### config.mk
export PLATFORM = sky130hd
export DESIGN_NAME = alu_arbiter
export DESIGN_NICKNAME = d
export VERILOG_FILES = /design/src/rtl/alu_pkg.sv /design/src/rtl/ALU.sv /design/src/rtl/alu_arb_pick.sv /design/src/rtl/alu_arbiter.sv
export SDC_FILE = /design/constraint.sdc
export NUM_CORES = 1
export LEC_CHECK = 0
export ABC_AREA = 1
export BUFFER_PORTS_ARGS = -buffer_cell sky130_fd_sc_hd__buf_2
export CORE_ASPECT_RATIO = 0.7
export CORE_MARGIN = 5
export CORE_UTILIZATION = 30
export DETAILED_ROUTE_END_ITERATION = 10
export PLACE_DENSITY_LB_ADDON = 0.1
export SYNTH_ARGS = -nofsm -noshare
export SYNTH_HDL_FRONTEND = slang
export SYNTH_SLANG_ARGS = --single-unit
### constraint.sdc
create_clock -name iClk -period 7.6 [get_ports iClk]
set_input_delay 0 -clock iClk [delete_from_list [all_inputs] [get_ports iClk]]
set_output_delay 0 -clock iClk [all_outputs]
set_load 0.1 [all_outputs]
### src/rtl/alu_pkg.sv
// Shared constants for the ALU and its arbiter: opcodes, data width, arbiter states.
package alu_pkg;

    localparam int         ALU_DATA_W = 32;
    localparam logic [3:0] ALU_OP_ADD = 4'b0000;
    localparam logic [3:0] ALU_OP_SUB = 4'b0001;

    typedef enum logic [1:0] {
        ARB_IDLE = 2'd0,
        ARB_EXEC = 2'd1,
        ARB_RESP = 2'd2
    } arb_state_e;

endpackage

### src/rtl/ALU.sv
// Combinational add/sub ALU with NEG and ZERO flags; any opcode other than SUB adds.
module ALU
    import alu_pkg::*;
#(
    parameter int DATA_W = ALU_DATA_W
) (
    input  logic [3:0]               op,
    input  logic signed [DATA_W-1:0] a,
    input  logic signed [DATA_W-1:0] b,
    output logic signed [DATA_W-1:0] result,
    output logic                     neg,
    output logic                     zero
);

    always_comb begin
        result = (op == ALU_OP_SUB) ? (a - b) : (a + b);
        neg    = result[DATA_W-1];
        zero   = (result == '0);
    end

endmodule

### src/rtl/alu_arb_pick.sv
// Grant selection between two requesters: round-robin by default,
// fixed priority to requester 0 when ALU_ARB_FIXED_PRIO_EN is defined.
module alu_arb_pick (
    input  logic valid0,
    input  logic valid1,
`ifndef ALU_ARB_FIXED_PRIO_EN
    input  logic ptr,
`endif
    output logic grant
);

    always_comb begin
`ifdef ALU_ARB_FIXED_PRIO_EN
        grant = ~valid0 & valid1;
`else
        // ptr names the requester preferred under contention
        if (valid0 && valid1) begin
            grant = ptr;
        end else begin
            grant = valid1;
        end
`endif
    end

endmodule

### src/rtl/alu_arbiter.sv
// Two-requester arbiter sharing one ALU, sequenced IDLE -> EXEC -> RESP.
// Define ALU_ARB_FIXED_PRIO_EN for fixed priority (requester 0 wins) instead of round-robin.
module alu_arbiter
    import alu_pkg::*;
#(
    parameter int DATA_W = ALU_DATA_W
) (
    input  logic              iClk,
    input  logic              iRst,
    input  logic              iReqValid0,
    input  logic              iReqValid1,
    output logic              oReqReady0,
    output logic              oReqReady1,
    input  logic [3:0]        iOp0,
    input  logic [3:0]        iOp1,
    input  logic [DATA_W-1:0] iA0,
    input  logic [DATA_W-1:0] iA1,
    input  logic [DATA_W-1:0] iB0,
    input  logic [DATA_W-1:0] iB1,
    output logic              oRespValid0,
    output logic              oRespValid1,
    input  logic              iRespReady0,
    input  logic              iRespReady1,
    output logic [DATA_W-1:0] oResult,
    output logic              oNeg,
    output logic              oZero,
    output logic              oBusy,
    output logic              oGrant
);

    arb_state_e state, state_nxt;

    logic                     pick;
    logic                     accept;
    logic                     resp_ready;
    logic                     grant_r;
    logic [3:0]               op_p0;
    logic signed [DATA_W-1:0] a_p0;
    logic signed [DATA_W-1:0] b_p0;
    logic signed [DATA_W-1:0] alu_res;
    logic                     alu_neg;
    logic                     alu_zero;
    logic signed [DATA_W-1:0] result_p1;
    logic                     neg_p1;
    logic                     zero_p1;

`ifdef ALU_ARB_FIXED_PRIO_EN
    alu_arb_pick u_pick (
        .valid0 (iReqValid0),
        .valid1 (iReqValid1),
        .grant  (pick)
    );
`else
    logic ptr;

    alu_arb_pick u_pick (
        .valid0 (iReqValid0),
        .valid1 (iReqValid1),
        .ptr    (ptr),
        .grant  (pick)
    );

    // The requester just served loses preference for the next contention
    always_ff @(posedge iClk) begin
        if (iRst) begin
            ptr <= 1'b0;
        end else if (state == ARB_RESP && resp_ready) begin
            ptr <= ~grant_r;
        end
    end
`endif

    always_comb begin
        oReqReady0 = (state == ARB_IDLE) && iReqValid0 && !pick;
        oReqReady1 = (state == ARB_IDLE) && iReqValid1 && pick;
        accept     = oReqReady0 || oReqReady1;
        resp_ready = grant_r ? iRespReady1 : iRespReady0;
    end

    always_comb begin
        state_nxt = state;
        case (state)
            ARB_IDLE: if (accept)     state_nxt = ARB_EXEC;
            ARB_EXEC:                 state_nxt = ARB_RESP;
            ARB_RESP: if (resp_ready) state_nxt = ARB_IDLE;
            default:                  state_nxt = ARB_IDLE;
        endcase
    end

    always_ff @(posedge iClk) begin
        if (iRst) begin
            state   <= ARB_IDLE;
            grant_r <= 1'b0;
        end else begin
            state <= state_nxt;
            if (accept) begin
                grant_r <= pick;
            end
        end
    end

    // Stage p0: operands of the accepted request
    always_ff @(posedge iClk) begin
        if (accept) begin
            op_p0 <= pick ? iOp1 : iOp0;
            a_p0  <= pick ? iA1  : iA0;
            b_p0  <= pick ? iB1  : iB0;
        end
    end

    ALU #(.DATA_W(DATA_W)) u_alu (
        .op     (op_p0),
        .a      (a_p0),
        .b      (b_p0),
        .result (alu_res),
        .neg    (alu_neg),
        .zero   (alu_zero)
    );

    // Stage p1: registered result, held stable through RESP backpressure
    always_ff @(posedge iClk) begin
        if (iRst) begin
            result_p1 <= '0;
            neg_p1    <= 1'b0;
            zero_p1   <= 1'b0;
        end else if (state == ARB_EXEC) begin
            result_p1 <= alu_res;
            neg_p1    <= alu_neg;
            zero_p1   <= alu_zero;
        end
    end

    always_comb begin
        oRespValid0 = (state == ARB_RESP) && !grant_r;
        oRespValid1 = (state == ARB_RESP) && grant_r;
        oResult     = result_p1;
        oNeg        = neg_p1;
        oZero       = zero_p1;
        oBusy       = (state != ARB_IDLE);
        oGrant      = grant_r;
    end

endmodule

## Word level (Yosys, flattened, before mapping)

Index checks and enable logic that the tools add are counted.
W data, S select, Z words.

- Input bits: 142
- Output and inout port bits: 40
- Word-level logic and storage cells: 41
- Bits in registers: 106

- Bitwise logic cells: 1
- Multiplexer cells: 9
- Reduce and logical (&&, ||, !) cells: 15
- $add $sub $neg: 2
- Equality and inequality tests: 5

Operators by type and width:

| kind | number |
|---|---|
| $mux W32 | 3 |
| $add A32 B32 Y32 | 1 |
| $logic_not A32 Y1 | 1 |
| $sub A32 B32 Y32 | 1 |
| $logic_and A1 B1 Y1 | 8 |
| $pmux W2 S3 | 1 |
| $eq A4 B1 Y1 const B | 1 |
| $mux W2 | 2 |
| $mux W4 | 1 |
| $ne A2 B2 Y1 const B | 2 |
| $eq A2 B1 Y1 const B | 1 |
| $eq A2 B2 Y1 const B | 1 |
| $logic_not A1 Y1 | 2 |
| $logic_not A2 Y1 | 1 |
| $mux W1 | 2 |
| $reduce_and A2 Y1 | 1 |
| $reduce_bool A2 Y1 | 1 |
| $logic_or A1 B1 Y1 | 1 |
| $not A1 Y1 | 1 |

## Logic depth before layout (Yosys ltp)

- Depth after elaboration: 7
- Gate-level depth with buffers: 26
- Depth with buffers taken out: 25

## Cells and area by module

Synthesis repeated with hierarchy kept, for this count alone.

- Cell total of the unflattened synthesis: 1145
- Area, all modules: 7736.2 µm²

By module, submodules not included:

| module | instances | area an instance (µm²) | sequential area each (µm²) | cells each |
|---|---|---|---|---|
| alu_arbiter | 1 | 4394.2 | 2802.7 | 465 |
| ALU | 1 | 3325.7 | 0.0 | 676 |
| alu_arb_pick | 1 | 16.3 | 0.0 | 4 |

## Least setup slack after synthesis

No wires, ideal clock.

- Path kind: register to register
- Start: register state[1]
- End: register a_p0[0], enable pin
- Cell stages (with the launch flop): 6
- Slack: 3.156 ns
- Arrival: 4.016 ns
- Period minus slack after synthesis: 4.444 ns
- Buffers on the path: 0
- Setup time: 0.428 ns
- Data required time: 7.172 ns
- Cells stage by stage: dfxtp_1 > nor2_1 > inv_1 > nor2_1 > inv_1 > nand2_1

- Word-level cells in the longest chain between the ends: 4
- Elaborated cells on any way between the ends: 6
- Classes of those cells: reduce/logical (6)

RTL lines:

| what | RTL line | source |
|---|---|---|
| start, declared | alu_arbiter.sv:31 | `arb_state_e state, state_nxt;` |
| start signal, assigned | alu_arbiter.sv:95 | `state <= state_nxt;` |
| $logic_not A2 Y1 | alu_arbiter.sv:75 | `oReqReady1 = (state == ARB_IDLE) && iReqValid1 && pick;` |
| $logic_and A1 B1 Y1 (2 in series) | alu_arbiter.sv:75 |  |
| net oReqReady1 | alu_arbiter.sv:13 | `output logic oReqReady1,` |
| $logic_or A1 B1 Y1 | alu_arbiter.sv:76 | `accept = oReqReady0 \|\| oReqReady1;` |
| net accept | alu_arbiter.sv:34 | `logic accept;` |
| end signal, assigned | alu_arbiter.sv:106 | `a_p0 <= pick ? iA1 : iA0;` |
| end, declared | alu_arbiter.sv:38 | `logic signed [DATA_W-1:0] a_p0;` |

The timed path passes the listed nets, and every way through them passes these cells.
A chain may end at the register's enable or synchronous reset.

## Final worst setup path

- Start: register op_p0[0]
- End: register zero_p1, in the netlist oZero

- Word-level cells in the longest chain between the ends: 3

RTL lines:

| what | RTL line | source |
|---|---|---|
| start, declared | alu_arbiter.sv:37 | `logic [3:0] op_p0;` |
| start signal, assigned | alu_arbiter.sv:105 | `op_p0 <= pick ? iOp1 : iOp0;` |
| $eq A4 B1 Y1 | ALU.sv:16 | `result = (op == ALU_OP_SUB) ? (a - b) : (a + b);` |
| $mux W32 | ALU.sv:16 |  |
| $logic_not A32 Y1 | ALU.sv:18 | `zero = (result == '0);` |
| end signal, assigned | alu_arbiter.sv:129 | `zero_p1 <= alu_zero;` |
| end, declared | alu_arbiter.sv:45 | `logic zero_p1;` |

Every way passes these cells.

==> impl_metrics.toml <==
[worst_hold_path]
hold_path_startpoint = "iRespReady1"
worst_hold_path.num_cells = 4
hold_class = "primary input to flip-flop"

[cells_and_area]
design_area_um2 = 10660
syn_to_final_growth_pct = 37.45
antenna_cells = 0
fillers = 2787
fin_util_pct = 41.69
layout-drive-gt1-share_pct = 15.81
fin_nets = 1669

[power]
p_switching_mw = 1.003
seqPwrFrac_pct = 31.9
combPwrFrac_pct = 46.9
p_int_mw = 1.292
p_clk_share_pct = 21.2
switching_share_pct = 43.70
peakVddDrop_mv = 0.1151
static-leakage-power_nw = 5.728
p_per_area_nw_per_um2 = 215.3
fin_total_pwr_mw = 2.295

[sta]
whs_ps = 16.27
min_period_over_period_pct = 54.27
rsz0062_at_grt = "false"
setup_tns_ps = 0
fmax_mhz = 242.4
fin_crit_ps = 4125
relSlewSlack_pct = 40.22
hold_violations = 0
slew_viol_final = 0
fin_skew_ps = 6.920
setup-violations-final = 0
worst_pin_slew_ps = 896.7

[global_route]
gr-total-overflow = 0
grt_max_degree = 71
antenna_found_initial = 0
grt_pass1_wl_um = 39390
track_usage_pct = 16.70
grt_pass1_vias = 7741

[logic_synthesis]
yosysWarnings = 0
synth_top_cell_by_area = "edfxtp_1"
synth_area_leaders = "edfxtp_1 (26%), nand2_1 (24%), dfxtp_1 (9.6%), inv_1 (9.2%), nor2_1 (5.3%)"
synth_cell_types = 38
syn_area_um2 = 7755
synth-seq-cells = 105
syn_nets = 1365
syn_inst = 1190
ys_seq_area_share_pct = 35.88
synth_top_area_share_pct = 26.33
syn_area_per_cell_um2 = 6.517

[status]
outcome = "finished clean"

[critical_path]
path_max_fanout = 21
crit_chain = "inv_1 -> nor2_1 -> nand2_1 -> inv_1 -> o21ai_0 -> a21oi_1 -> xor2_1 -> ha_1 -> a21oi_1 -> nand2_1 -> a21oi_1 -> nand3_1 -> nand2_1 -> nand2_1 -> nor2_1 -> nand3_1 -> nor2_1 -> nand3_2 -> a21oi_2"
cp-end-kind = "flip-flop"
cp-start-kind = "flip-flop"
r2r_start = "op_p0[0]"
crit_required_ps = 7910
reg2reg_depth = 19
critPathBufInv = 2
startpoint = "op_p0[0]"
crit_top_cell = "nand2_1"
path_depth = 19
cp.arrival_ps = 4430
critPathSlowestCell = "nand2_1"
path_delay_family = "simple AND/OR/NAND/NOR gates"
crit_type = "flip-flop to flip-flop"
max_stage_delay_ps = 490

[cts]
clkLatencyLatePin_ps = 370
clkTransAtPathRegs_ps = 70
clock_tree.root_cell = "clkbuf_16"
clkSinkCount = 105
cts-htree-levels = 3
cts.path.max_buffers = 2
cts_resized = 0
cts_tree = "done"
cts_inserted_buffers = 9

[die]
io_pins = 182
die_area_um2 = 29220
start_util_pct = 30.33
rows = 49
core_um2 = 25570
dieWidth_um = 202.2
die_h_um = 144.5

[flow_run]
maxCapViolCount = 0

[placement]
numPortBuffers = 181
globalplace.congestion = 0.8677
place_area_um2 = 8996
hpwl_um = 18730

[routing]
drt-initial-drc-count = 518
antenna_left = 0
vias = 7983
drc = 0
drt_wl_total_um = 24130
via_per_inst = 4.362
first_pass_iters = 6
wl_per_cell_um = 13.18
metal layers:
metal	track usage (%)	part of all wire [%]	wire length [um]	up-vias
li1	-	-	-	4288
met2	28.14	44	10710	162
met4	3.213	0.82	199	0
met1	22.75	50	12030	3522
met5	0	0	0	-
met3	3.161	4.9	1186	11
state kept, by name (all words and copies together), names as in the netlist:
signal,cells
a_p0,32
ptr,1
b_p0,32
oZero,1
oGrant,1
oResult,32
state,2
op_p0,4
path summary, 6_finish.rpt:
check                           endpoint  slack, ps
worst min register to register     oZero        500
worst max register to register     oZero       3480
worst min-delay path            state[1]         20
worst max-delay path               oZero       3480
cell type report:
class | count | area [um^2] | share of cell area, %
clock buffer | 9 | 225.2 | 2.113
clock inverter | 7 | 76.32 | 0.7160
tap | 331 | 414.1 | 3.885
sequential | 105 | 2783 | 26.11
multi-input combinational | 863 | 4135 | 38.80
inverter | 194 | 728.2 | 6.832
timing repair buffer | 321 | 2297 | 21.55
cell families (layout without fill, tap and decap cells):
logic type | count (synthesis) | count (layout) | share of synthesized area [%]
flip-flops | 105 | 105 | 35.88
adder cells (fa/ha/maj) | 33 | 33 | 5.421
AND/OR/NAND/NOR | 704 | 704 | 37.01
XOR/XNOR | 35 | 35 | 3.953
AO/OA/AOI/OAI | 91 | 91 | 6.696
buffers and inverters | 222 | 531 | 11.04
placed cells by master, fill, tap and decap left out, types with 2 or more instances in the layout:
cell type / n
nand2_1: 491
inv_1: 191
buf_2: 181
dlygate4sd3_1: 136
nor2_1: 110
edfxtp_1: 68
nand3_1: 44
dfxtp_1: 37
o21ai_0: 33
ha_1: 32
a21oi_1: 30
xor2_1: 20
o211ai_1: 15
xnor2_1: 15
nand2_2: 13
nand4_1: 12
nor2_2: 10
nor3_1: 9
clkbuf_16: 9
nand3b_1: 4
buf_4: 4
a21oi_2: 3
nor4_1: 3
a31oi_1: 3
nor3_2: 3
inv_6: 3
nand3_2: 2
o21ai_1: 2
inv_2: 2
nor2_4: 2
clkinv_1: 2
power groups by stage:
stage | Sequential (mW) | Combinational [mW] | Clock [mW]
floorplan | 0.882 | 0.612 | 0
global placement | 0.745 | 1.02 | 0
detailed placement | 0.745 | 1.01 | 0
CTS | 0.733 | 1.09 | 0.509
global route | 0.740 | 1.21 | 0.529
finish | 0.732 | 1.08 | 0.488
cells in the mapped netlist, drive strengths merged:
library cell	number
a21boi	1
a21oi	33
a31oi	3
buf	5
clkbuf	23
clkinv	2
dfxtp	37
edfxtp	68
fa	1
ha	32
inv	192
nand2	504
nand3	46
nand3b	4
nand4	12
nor2	122
nor3	13
nor4	3
o211ai	15
o21ai	36
o21bai	1
o31ai	1
o41ai	1
xnor2	15
xor2	20
through the flow:
stage | std cells | worst slack [ps]
2_1_floorplan | 1190 | 3156
3_3_place_gp | 1678 | 3662
3_5_place_dp | 1678 | 3518
4_1_cts | 1830 | 3481
5_1_grt | 1830 | 2964
6_report | 1830 | 3475
worst reg2reg max path: cells and delay by family (launching register included):
| kind | cells | cell delay [ps] |
|---|---|---|
| and+or+nand+nor | 10 | 1420 |
| buffers and inverters | 2 | 470 |
| AOI/OAI and AO/OA | 5 | 1230 |
| adders and majority gates | 1 | 370 |
| DFF | 1 | 370 |
| xor gates and xnor gates | 1 | 200 |
repair_timing:
action	CTS	global route
setup buffers	0	0
hold buffers	136	0
endpoints found under the hold margin	70	0
setup endpoints to repair	0	0
(Power assumes the default switching activity.)
